`src/rtl/apb_arbiter2.sv`:
```
// Purpose : two-requester round-robin APB arbiter sharing one downstream completer path.
// Latency : grant edge -> SETUP, +1 ACCESS, DONE (winner pready) one cycle after out_pready or timeout.
// Backpres: requesters hold psel/addr/control until their pready; the loser waits, the downstream stalls via out_pready.
//
// Ports:
//   clock, reset_n            sole clock, synchronous active-low reset
//   inN_psel/penable/paddr/pprot/pwrite/pwdata/pstrb   upstream requester N (N = 0,1)
//   inN_pready/prdata/pslverr registered response to requester N (winner only)
//   out_psel/penable/paddr/pprot/pwrite/pwdata/pstrb   registered downstream request
//   out_pready/prdata/pslverr downstream response
module apb_arbiter2 #(
    parameter int unsigned TIMEOUT = 255
) (
    input  logic        clock,
    input  logic        reset_n,

    input  logic        in0_psel,
    input  logic        in0_penable,
    input  logic [31:0] in0_paddr,
    input  logic [2:0]  in0_pprot,
    input  logic        in0_pwrite,
    input  logic [31:0] in0_pwdata,
    input  logic [3:0]  in0_pstrb,
    output logic        in0_pready,
    output logic [31:0] in0_prdata,
    output logic        in0_pslverr,

    input  logic        in1_psel,
    input  logic        in1_penable,
    input  logic [31:0] in1_paddr,
    input  logic [2:0]  in1_pprot,
    input  logic        in1_pwrite,
    input  logic [31:0] in1_pwdata,
    input  logic [3:0]  in1_pstrb,
    output logic        in1_pready,
    output logic [31:0] in1_prdata,
    output logic        in1_pslverr,

    output logic        out_psel,
    output logic        out_penable,
    output logic [31:0] out_paddr,
    output logic [2:0]  out_pprot,
    output logic        out_pwrite,
    output logic [31:0] out_pwdata,
    output logic [3:0]  out_pstrb,
    input  logic        out_pready,
    input  logic [31:0] out_prdata,
    input  logic        out_pslverr
);

    typedef enum logic [1:0] {IDLE, SETUP, ACCESS, DONE} state_t;

    // Last ACCESS cycle index before a forced error completion.
    localparam logic [15:0] TO_LAST = (TIMEOUT == 0) ? 16'd0 : 16'(TIMEOUT - 1);
    localparam bit          TO_EN   = (TIMEOUT != 0);

    state_t      state, state_nxt;
    logic        last_grant, last_grant_nxt;
    logic        win, win_nxt;
    logic [15:0] tcnt, tcnt_nxt;

    logic        psel_nxt, penable_nxt;
    logic [31:0] paddr_nxt, pwdata_nxt;
    logic [2:0]  pprot_nxt;
    logic        pwrite_nxt;
    logic [3:0]  pstrb_nxt;

    logic        grant1;
    logic        cap_vld;
    logic [31:0] cap_dat;
    logic        cap_err;

    // psel alone qualifies a request; upstream penable carries no information here.
    logic unused_penable;
    assign unused_penable = in0_penable ^ in1_penable;

    always_comb begin
        state_nxt      = state;
        last_grant_nxt = last_grant;
        win_nxt        = win;
        tcnt_nxt       = tcnt;
        psel_nxt       = 1'b0;
        penable_nxt    = 1'b0;
        paddr_nxt      = out_paddr;
        pprot_nxt      = out_pprot;
        pwrite_nxt     = out_pwrite;
        pwdata_nxt     = out_pwdata;
        pstrb_nxt      = out_pstrb;
        grant1         = 1'b0;
        cap_vld        = 1'b0;
        cap_dat        = 32'd0;
        cap_err        = 1'b0;

        case (state)
            IDLE: begin
                if (in0_psel || in1_psel) begin
                    // in1 wins if alone, or on a tie when in0 had the previous grant.
                    grant1         = in1_psel && (!in0_psel || (last_grant == 1'b0));
                    win_nxt        = grant1;
                    last_grant_nxt = grant1;
                    paddr_nxt      = grant1 ? in1_paddr  : in0_paddr;
                    pprot_nxt      = grant1 ? in1_pprot  : in0_pprot;
                    pwrite_nxt     = grant1 ? in1_pwrite : in0_pwrite;
                    pwdata_nxt     = grant1 ? in1_pwdata : in0_pwdata;
                    pstrb_nxt      = grant1 ? in1_pstrb  : in0_pstrb;
                    psel_nxt       = 1'b1;
                    state_nxt      = SETUP;
                end
            end
            SETUP: begin
                psel_nxt    = 1'b1;
                penable_nxt = 1'b1;
                tcnt_nxt    = 16'd0;
                state_nxt   = ACCESS;
            end
            ACCESS: begin
                psel_nxt    = 1'b1;
                penable_nxt = 1'b1;
                // A real completion on the timeout cycle takes priority over the forced error.
                if (out_pready) begin
                    cap_vld     = 1'b1;
                    cap_dat     = out_prdata;
                    cap_err     = out_pslverr;
                    psel_nxt    = 1'b0;
                    penable_nxt = 1'b0;
                    state_nxt   = DONE;
                end else if (TO_EN && (tcnt == TO_LAST)) begin
                    cap_vld     = 1'b1;
                    cap_dat     = 32'd0;
                    cap_err     = 1'b1;
                    psel_nxt    = 1'b0;
                    penable_nxt = 1'b0;
                    state_nxt   = DONE;
                end else begin
                    tcnt_nxt = tcnt + 16'd1;
                end
            end
            DONE: begin
                state_nxt = IDLE;
            end
            default: begin
                state_nxt = IDLE;
            end
        endcase
    end

    always_ff @(posedge clock) begin
        if (!reset_n) begin
            state       <= IDLE;
            last_grant  <= 1'b1;
            win         <= 1'b0;
            tcnt        <= 16'd0;
            out_psel    <= 1'b0;
            out_penable <= 1'b0;
            out_paddr   <= 32'd0;
            out_pprot   <= 3'd0;
            out_pwrite  <= 1'b0;
            out_pwdata  <= 32'd0;
            out_pstrb   <= 4'd0;
            in0_pready  <= 1'b0;
            in0_prdata  <= 32'd0;
            in0_pslverr <= 1'b0;
            in1_pready  <= 1'b0;
            in1_prdata  <= 32'd0;
            in1_pslverr <= 1'b0;
        end else begin
            state       <= state_nxt;
            last_grant  <= last_grant_nxt;
            win         <= win_nxt;
            tcnt        <= tcnt_nxt;
            out_psel    <= psel_nxt;
            out_penable <= penable_nxt;
            out_paddr   <= paddr_nxt;
            out_pprot   <= pprot_nxt;
            out_pwrite  <= pwrite_nxt;
            out_pwdata  <= pwdata_nxt;
            out_pstrb   <= pstrb_nxt;
            in0_pready  <= cap_vld && !win;
            in1_pready  <= cap_vld && win;
            // Response data is kept per requester so the loser's last value is untouched.
            if (cap_vld && !win) begin
                in0_prdata  <= cap_dat;
                in0_pslverr <= cap_err;
            end
            if (cap_vld && win) begin
                in1_prdata  <= cap_dat;
                in1_pslverr <= cap_err;
            end
        end
    end

endmodule

```
`config.mk`:
```
export PLATFORM = sky130hd
export DESIGN_NAME = apb_arbiter2
export DESIGN_NICKNAME = d
export VERILOG_FILES = /design/src/rtl/apb_arbiter2.sv
export SDC_FILE = /design/constraint.sdc
export NUM_CORES = 1
export LEC_CHECK = 0
export ABC_CLOCK_PERIOD_IN_PS = 3300
export CORE_UTILIZATION = 44
export DETAILED_ROUTE_END_ITERATION = 8
export GPL_TIMING_DRIVEN = 0
export HOLD_SLACK_MARGIN = 0.1
export PLACE_DENSITY_LB_ADDON = 0.05
export SLEW_MARGIN = 10
export SYNTH_ARGS = -nofsm -noshare
export SYNTH_HDL_FRONTEND = slang
export SYNTH_SLANG_ARGS = --single-unit
```
`constraint.sdc`:
```
create_clock -name clock -period 3.3 [get_ports clock]
set_input_delay 0.825 -clock clock [delete_from_list [all_inputs] [get_ports clock]]
set_output_delay 0.825 -clock clock [all_outputs]
set_load 0.01 [all_outputs]
```
==> results of run 1 <==
[layout by cell type (no fill, tap or decap), types with 3 or more instances in the layout]
| cell | Yosys | layout |
|---|---|---|
| buf_4 | 4 | 4 |
| a31oi_1 | 3 | 3 |
| clkbuf_1 | 40 | 40 |
| clkdlybuf4s50_1 | 0 | 323 |
| o22ai_1 | 64 | 64 |
| nand2_1 | 189 | 189 |
| a21oi_1 | 6 | 6 |
| nor2b_1 | 3 | 3 |
| mux2i_1 | 77 | 77 |
| o311ai_0 | 3 | 3 |
| clkbuf_16 | 0 | 17 |
| clkinvlp_4 | 0 | 5 |
| buf_1 | 9 | 9 |
| buf_2 | 7 | 7 |
| and3_1 | 5 | 5 |
| nand3_1 | 4 | 4 |
| nor4_1 | 7 | 7 |
| dfxtp_1 | 162 | 162 |
| o21a_1 | 3 | 3 |
| nand4_1 | 3 | 3 |
| ha_1 | 7 | 7 |
| o31ai_1 | 3 | 3 |
| clkinv_4 | 0 | 4 |
| o21ai_0 | 5 | 5 |
| inv_1 | 11 | 11 |
| nor2_1 | 5 | 5 |
| o211a_1 | 73 | 73 |
[final cells by class]
cell class,instances,area [µm²]
timing repair buffer,323,3230
multi-input combinational,498,3330
sequential,162,3240
buffer,60,249
fill,1248,4280
clock inverter,15,160
inverter,11,41.3
clock buffer,17,425
tap,188,235
[worst max-delay path by stage]
stage / startpoint / endpoint / slack (ns) / depth (start not counted)
2_1_floorplan: in1_psel / out_paddr[12] / 1.01 / 6
3_3_place_gp: in1_psel / out_paddr[18] / -0.08 / 7
3_5_place_dp: in1_psel / out_paddr[18] / -0.09 / 7
4_1_cts: in1_psel / out_paddr[18] / 0.34 / 7
5_1_grt: in1_psel / out_paddr[18] / 0.21 / 7
6_report: in1_psel / out_paddr[21] / 0.35 / 7
[worst min-delay path: cells and delay by family (launching register included)]
family          cells  cell delay [ns]
flops               1             0.31
compound gates      1             0.06
simple gates        1             0.05
[routing by layer]
| metal | vias up | GRT usage | wire [µm] |
|---|---|---|---|
| met5 | - | 0 | 0 |
| met4 | 0 | 0.116 | 694 |
| met3 | 49 | 0.0831 | 1540 |
| met2 | 275 | 0.483 | 11200 |
| met1 | 3202 | 0.331 | 9100 |
| li1 | 3331 | - | - |
[flip-flops by register name (all words and copies together), names as in the netlist, 2 cells and up]
register    flops
in0_prdata     32
in1_prdata     32
out_paddr      32
out_pwdata     32
tcnt           16
out_pstrb       4
out_pprot       3
state           2
[where the power goes]
group / switching (mW) / total [mW] / internal (mW)
sequential: 0.213 / 2.55 / 2.34
clock: 0.837 / 1.96 / 1.12
combinational: 1.26 / 2.52 / 1.26
total: 2.31 / 7.03 / 4.72
[logic make-up (layout without fill, tap and decap cells)]
kind of cell,Yosys count,count (layout),synth area share
buf+inv,71,426,0.0423
mux,77,77,0.112
compound gates,177,177,0.210
simple gates,237,237,0.150
flops,162,162,0.472
fa+ha+maj,7,7,0.0128
==> results.py, run 1 <==
metrics = {
    "synthesis": {
        "synth_fp_nets": 922,
        "synth_flop_cell": "dfxtp_1",
        "synth.avg_cell_area_um2": 9.39,
        "synthesis.area_mm2": 0.00686,
        "seq_area_frac_synth": 0.472,
        "yosysWarnings": 0,
        "synth_edf_count": 0,
        "synth_commonest_cells": "189 x nand2_1, 162 x dfxtp_1, 77 x mux2i_1",
        "ys_seq_elements": 162,
        "async_flop_share": 0,
        "yosys.area.top_type": "dfxtp_1",
        "synth_area_leaders": "dfxtp_1 47%, mux2i_1 11%, o211a_1 11%",
        "ys_types": 50,
        "synth_most_common_cell": "nand2_1",
        "yosysTopAreaCellShare": 0.472,
        "synth_cells": 731,
    },
    "placement": {
        "dpl_cell_area_mm2": 0.0103,
        "dp_slack_ns": -0.0883,
        "dpl.hpwl_mm": 17.2,
        "numPortBuffers": 323,
        "dp.cells": 1242,
        "gp_congestion": 0.822,
    },
    "global_routing": {
        "grt_pass1_wl_mm": 35.0,
        "grt_pass1_vias": 6611,
        "grt.total_usage": 0.283,
        "grt_max_degree": 17,
        "antenna_found_initial": 0,
        "overflow": 0,
    },
    "route": {
        "drc_errors": 0,
        "routed_wl_mm": 22.5,
        "vias_per_cell": 5.38,
        "via_count": 6857,
        "dr.pass1.iters": 5,
        "wl_per_cell_um": 17.7,
        "postRouteAntennaNets": 0,
        "first_iter_violations": 335,
    },
    "cells_and_area": {
        "final_nets": 1264,
        "syn_to_final_growth_pct": 59.1,
        "layout-drive-gt1-share": 0.0488,
        "final_area_mm2": 0.0109,
        "instances_no_fill": 1274,
        "diodes": 0,
        "final_util": 0.718,
    },
    "sta": {
        "worst_pin_slew_ns": 1.10,
        "final_hold_viol_count": 0,
        "setup_slack_ns": 0.352,
        "fmaxAchievable_ghz": 0.339,
        "fin_hold_ws_ns": 0.466,
        "clock_skew_ns": 0.00569,
        "fin_crit_sh": 0.893,
        "rsz0062_at_grt": "false",
        "slew_headroom": 0.257,
        "setup_viol": 0,
        "fin_setup_tns_ns": 0,
        "finalMaxSlewViolations": 0,
        "finalCriticalPeriod_ns": 2.95,
    },
    "floorplanning": {
        "die_h_um": 127,
        "dieArea_mm2": 0.0161,
        "core_mm2": 0.0152,
        "top_level_ports": 326,
        "initial_core_util": 0.452,
        "die_x_um": 127,
        "core.rowCount": 45,
    },
    "worst_hold_path": {
        "hold_end": "in0_prdata[5]",
        "hp-start": "in0_prdata[5]",
        "min_path_type": "reg -> reg",
        "holdPathStages": 2,
    },
    "critical_path": {
        "cp_num_buf_inv": 3,
        "worstPathRequired_ns": 3.61,
        "path_max_fanout": 10,
        "slowest_stage": "buf_1",
        "worstPathArrival_ns": 3.26,
        "rrSetupSlack_ns": 0.75,
        "crit_path_end_kind": "flop",
        "rr_startpoint": "state[0]",
        "path_delay_family": "buffers and inverters",
        "worstReg2RegEnd": "tcnt[12]",
        "crit_type": "in -> reg",
        "start_kind": "input pin",
        "worstPathCellList": "clkdlybuf4s50_1 -> a21boi_0 -> clkbuf_1 -> buf_1 -> mux2i_1 -> nand2_1 -> o211a_1",
        "crit_path_max_incr_delay_ns": 0.61,
        "rr_worst_depth": 7,
    },
    "clocking": {
        "cts_resized": 0,
        "clkSinkCount": 162,
        "clockBufferDepth": 2,
        "clk_pin_slew_ns": 0.06,
        "post_cts_buffers": 0,
        "clk_latency_ns": 0.42,
        "cts.hold.buffers_added": 0,
        "cts_htree_levels": 4,
        "numCtsBuffers": 17,
        "cts_root_buf": "clkbuf_16",
        "cts_tree": "done",
    },
    "job": {
        "maxCapViolCount": 0,
    },
    "pwr": {
        "p_leak_nw": 4.66,
        "power_mw": 7.03,
        "irDropWorstVdd_mv": 0.408,
        "power_density_mw_per_mm2": 644,
    },
    "outcome": {
        "outcome": "finished, final reports clean",
    },
}
Note: power is estimated with default switching activity, not from simulation.
==> run 2, diff against run 1 <==
- CORE_AREA: not set -> 2 2 126 128
- CORE_UTILIZATION: 44 -> not set
- CTS_BUF_LIST: not set -> sky130_fd_sc_hd__clkbuf_4 sky130_fd_sc_hd__clkbuf_8
- DIE_AREA: not set -> 0 0 128 130
- TNS_END_PERCENT: not set -> 1
==> run 2 against run 1 <==
  * Final cell count grew 0.24%
  * Clock skew grew 0.0072 ns
  * Hold slack is essentially flat
==> results.py, run 2 (synthesized netlist as in run 1, its figures left out) <==
metrics = {
    "global_routing": {
        "antenna_found_initial": 0,
        "grt_max_degree": 17,
        "grt_pass1_wl_mm": 34.8,
        "grtUsageMet1": 0.311,
        "grt_pass1_vias": 6682,
        "met3_usage": 0.0750,
        "use_met2": 0.467,
        "overflow": 0,
        "grt.total_usage": 0.268,
        "grt.busiest_layer": "met2",
    },
    "pwr": {
        "power_frac_clock": 0.219,
        "irDropWorstVdd_mv": 0.310,
        "p_leak_nw": 4.58,
        "p_seq_frac": 0.392,
        "combPwrFrac": 0.389,
        "p_int_mw": 4.28,
        "swShare": 0.341,
        "power_density_mw_per_mm2": 605,
        "p_sw_mw": 2.22,
    },
    "clocking": {
        "numCtsBuffers": 17,
        "clk_pin_slew_ns": 0.09,
        "cts_tree": "done",
        "clkSinkCount": 162,
        "post_cts_buffers": 0,
        "cts_resized": 0,
        "cts_htree_levels": 4,
        "clk_latency_ns": 0.45,
        "clockBufferDepth": 2,
        "cts_root_buf": "clkbuf_8",
        "cts.hold.buffers_added": 0,
    },
    "placement": {
        "numPortBuffers": 323,
        "dpl.hpwl_mm": 17.6,
        "gp_congestion": 0.848,
        "dpl_cell_area_mm2": 0.0103,
    },
    "critical_path": {
        "crit_path_end_kind": "flop",
        "worstReg2RegEnd": "tcnt[12]",
        "cp_num_buf_inv": 3,
        "worstPathArrival_ns": 3.21,
        "worstPathCellList": "clkdlybuf4s50_1 -> a21boi_0 -> clkbuf_1 -> buf_1 -> mux2i_1 -> nand2_1 -> o211a_1",
        "path_max_fanout": 10,
        "rrSetupSlack_ns": 0.79,
        "crit_path_max_incr_delay_ns": 0.61,
        "rr_worst_depth": 7,
        "start_kind": "input pin",
        "worstPathRequired_ns": 3.64,
        "slowest_stage": "buf_1",
        "crit_type": "in -> reg",
        "rr_startpoint": "state[0]",
        "path_delay_family": "buffers and inverters",
    },
    "sta": {
        "rsz0062_at_grt": "false",
        "finalCriticalPeriod_ns": 2.88,
        "fmaxAchievable_ghz": 0.348,
        "setup_viol": 0,
        "finalMaxSlewViolations": 0,
        "worst_pin_slew_ns": 1.25,
        "final_hold_viol_count": 0,
        "clock_skew_ns": 0.0129,
        "slew_headroom": 0.157,
        "fin_crit_sh": 0.871,
    },
    "route": {
        "dr.pass1.iters": 5,
        "vias_per_cell": 5.38,
        "first_iter_violations": 381,
        "drc_errors": 0,
        "postRouteAntennaNets": 0,
        "routed_wl_mm": 22.9,
        "via_count": 6866,
        "wl_per_cell_um": 17.9,
    },
    "floorplanning": {
        "die_x_um": 128,
        "top_level_ports": 326,
        "core_mm2": 0.0154,
        "dieArea_mm2": 0.0166,
        "die_h_um": 130,
        "initial_core_util": 0.445,
        "core.rowCount": 46,
    },
    "cells_and_area": {
        "diodes": 0,
        "final_common_cell": "clkdlybuf4s50_1",
        "final_nets": 1264,
        "syn_to_final_growth_pct": 56.3,
        "final_cell_mix": "323 x clkdlybuf4s50_1, 189 x nand2_1, 162 x dfxtp_1, 77 x mux2i_1, 73 x o211a_1",
        "final_area_mm2": 0.0107,
        "final_util": 0.695,
        "layout-drive-gt1-share": 0.0479,
    },
    "job": {
        "maxCapViolCount": 0,
    },
    "worst_hold_path": {
        "holdPathStages": 2,
        "hp-start": "in0_prdata[29]",
        "min_path_type": "reg -> reg",
        "hold_end": "in0_prdata[29]",
    },
    "outcome": {
        "outcome": "finished, final reports clean",
    },
}
## run 2: cell types whose count changed in the layout (fill, tap and decap cells not counted), sizes merged
cell	previous run	this run
bufinv	2	1
clkbuf	57	61
clkinv	6	4
clkinvlp	5	3
## run 2: layer usage
metal  up-vias  part of all wire
met4         0             0.036
li1       3331                 -
met3        50             0.077
met2       288              0.50
met1      3197              0.39
met5         -                 0
## run 2: power groups by stage
| stage | Clock [mW] | Combinational, mW | Sequential, mW |
|---|---|---|---|
| after floorplan | 0 | 1.05 | 2.73 |
| after global placement | 0 | 2.52 | 2.56 |
| after detailed placement | 0 | 2.53 | 2.58 |
| after CTS | 1.44 | 2.55 | 2.54 |
| after global routing | 1.52 | 2.73 | 2.58 |
| final | 1.42 | 2.53 | 2.54 |
## run 2: area by class of cell
type / instances / area [µm²]
Timing Repair Buffer: 323 / 3230
Tap cell: 192 / 240
Multi-Input combinational cell: 498 / 3330
Clock inverter: 10 / 101
Buffer: 60 / 249
Fill cell: 1292 / 4700
Sequential cell: 162 / 3240
Inverter: 11 / 41.3
Clock buffer: 21 / 289
## run 2: tightest hold or removal path: cells and delay by family, from the launching register on
kind / cells / cell delay (ns)
and+or+nand+nor: 1 / 0.05
AOI/OAI and AO/OA: 1 / 0.06
DFF: 1 / 0.32
## run 2: per-stage QoR
step	hold WS (ns)	cells	worst slack [ns]	power, mW	setup TNS, ns
floorplan	0.432	731	1.01	3.77	0
global placement	0.443	1246	-0.0453	5.08	-0.163
detailed placement	0.457	1246	-0.0718	5.11	-0.429
CTS	0.469	1277	0.396	6.54	0
global route	0.484	1277	0.203	6.84	0
finish	0.466	1277	0.424	6.49	0
## run 2: worst max-delay path by stage
stage | startpoint | to | cells after the start
2_1_floorplan | in1_psel | out_paddr[12] | 6
3_3_place_gp | in1_psel | out_paddr[21] | 7
3_5_place_dp | in1_psel | out_paddr[21] | 7
4_1_cts | in1_psel | out_paddr[21] | 7
5_1_grt | in1_psel | out_pwdata[6] | 7
6_report | in1_psel | out_pwdata[8] | 7
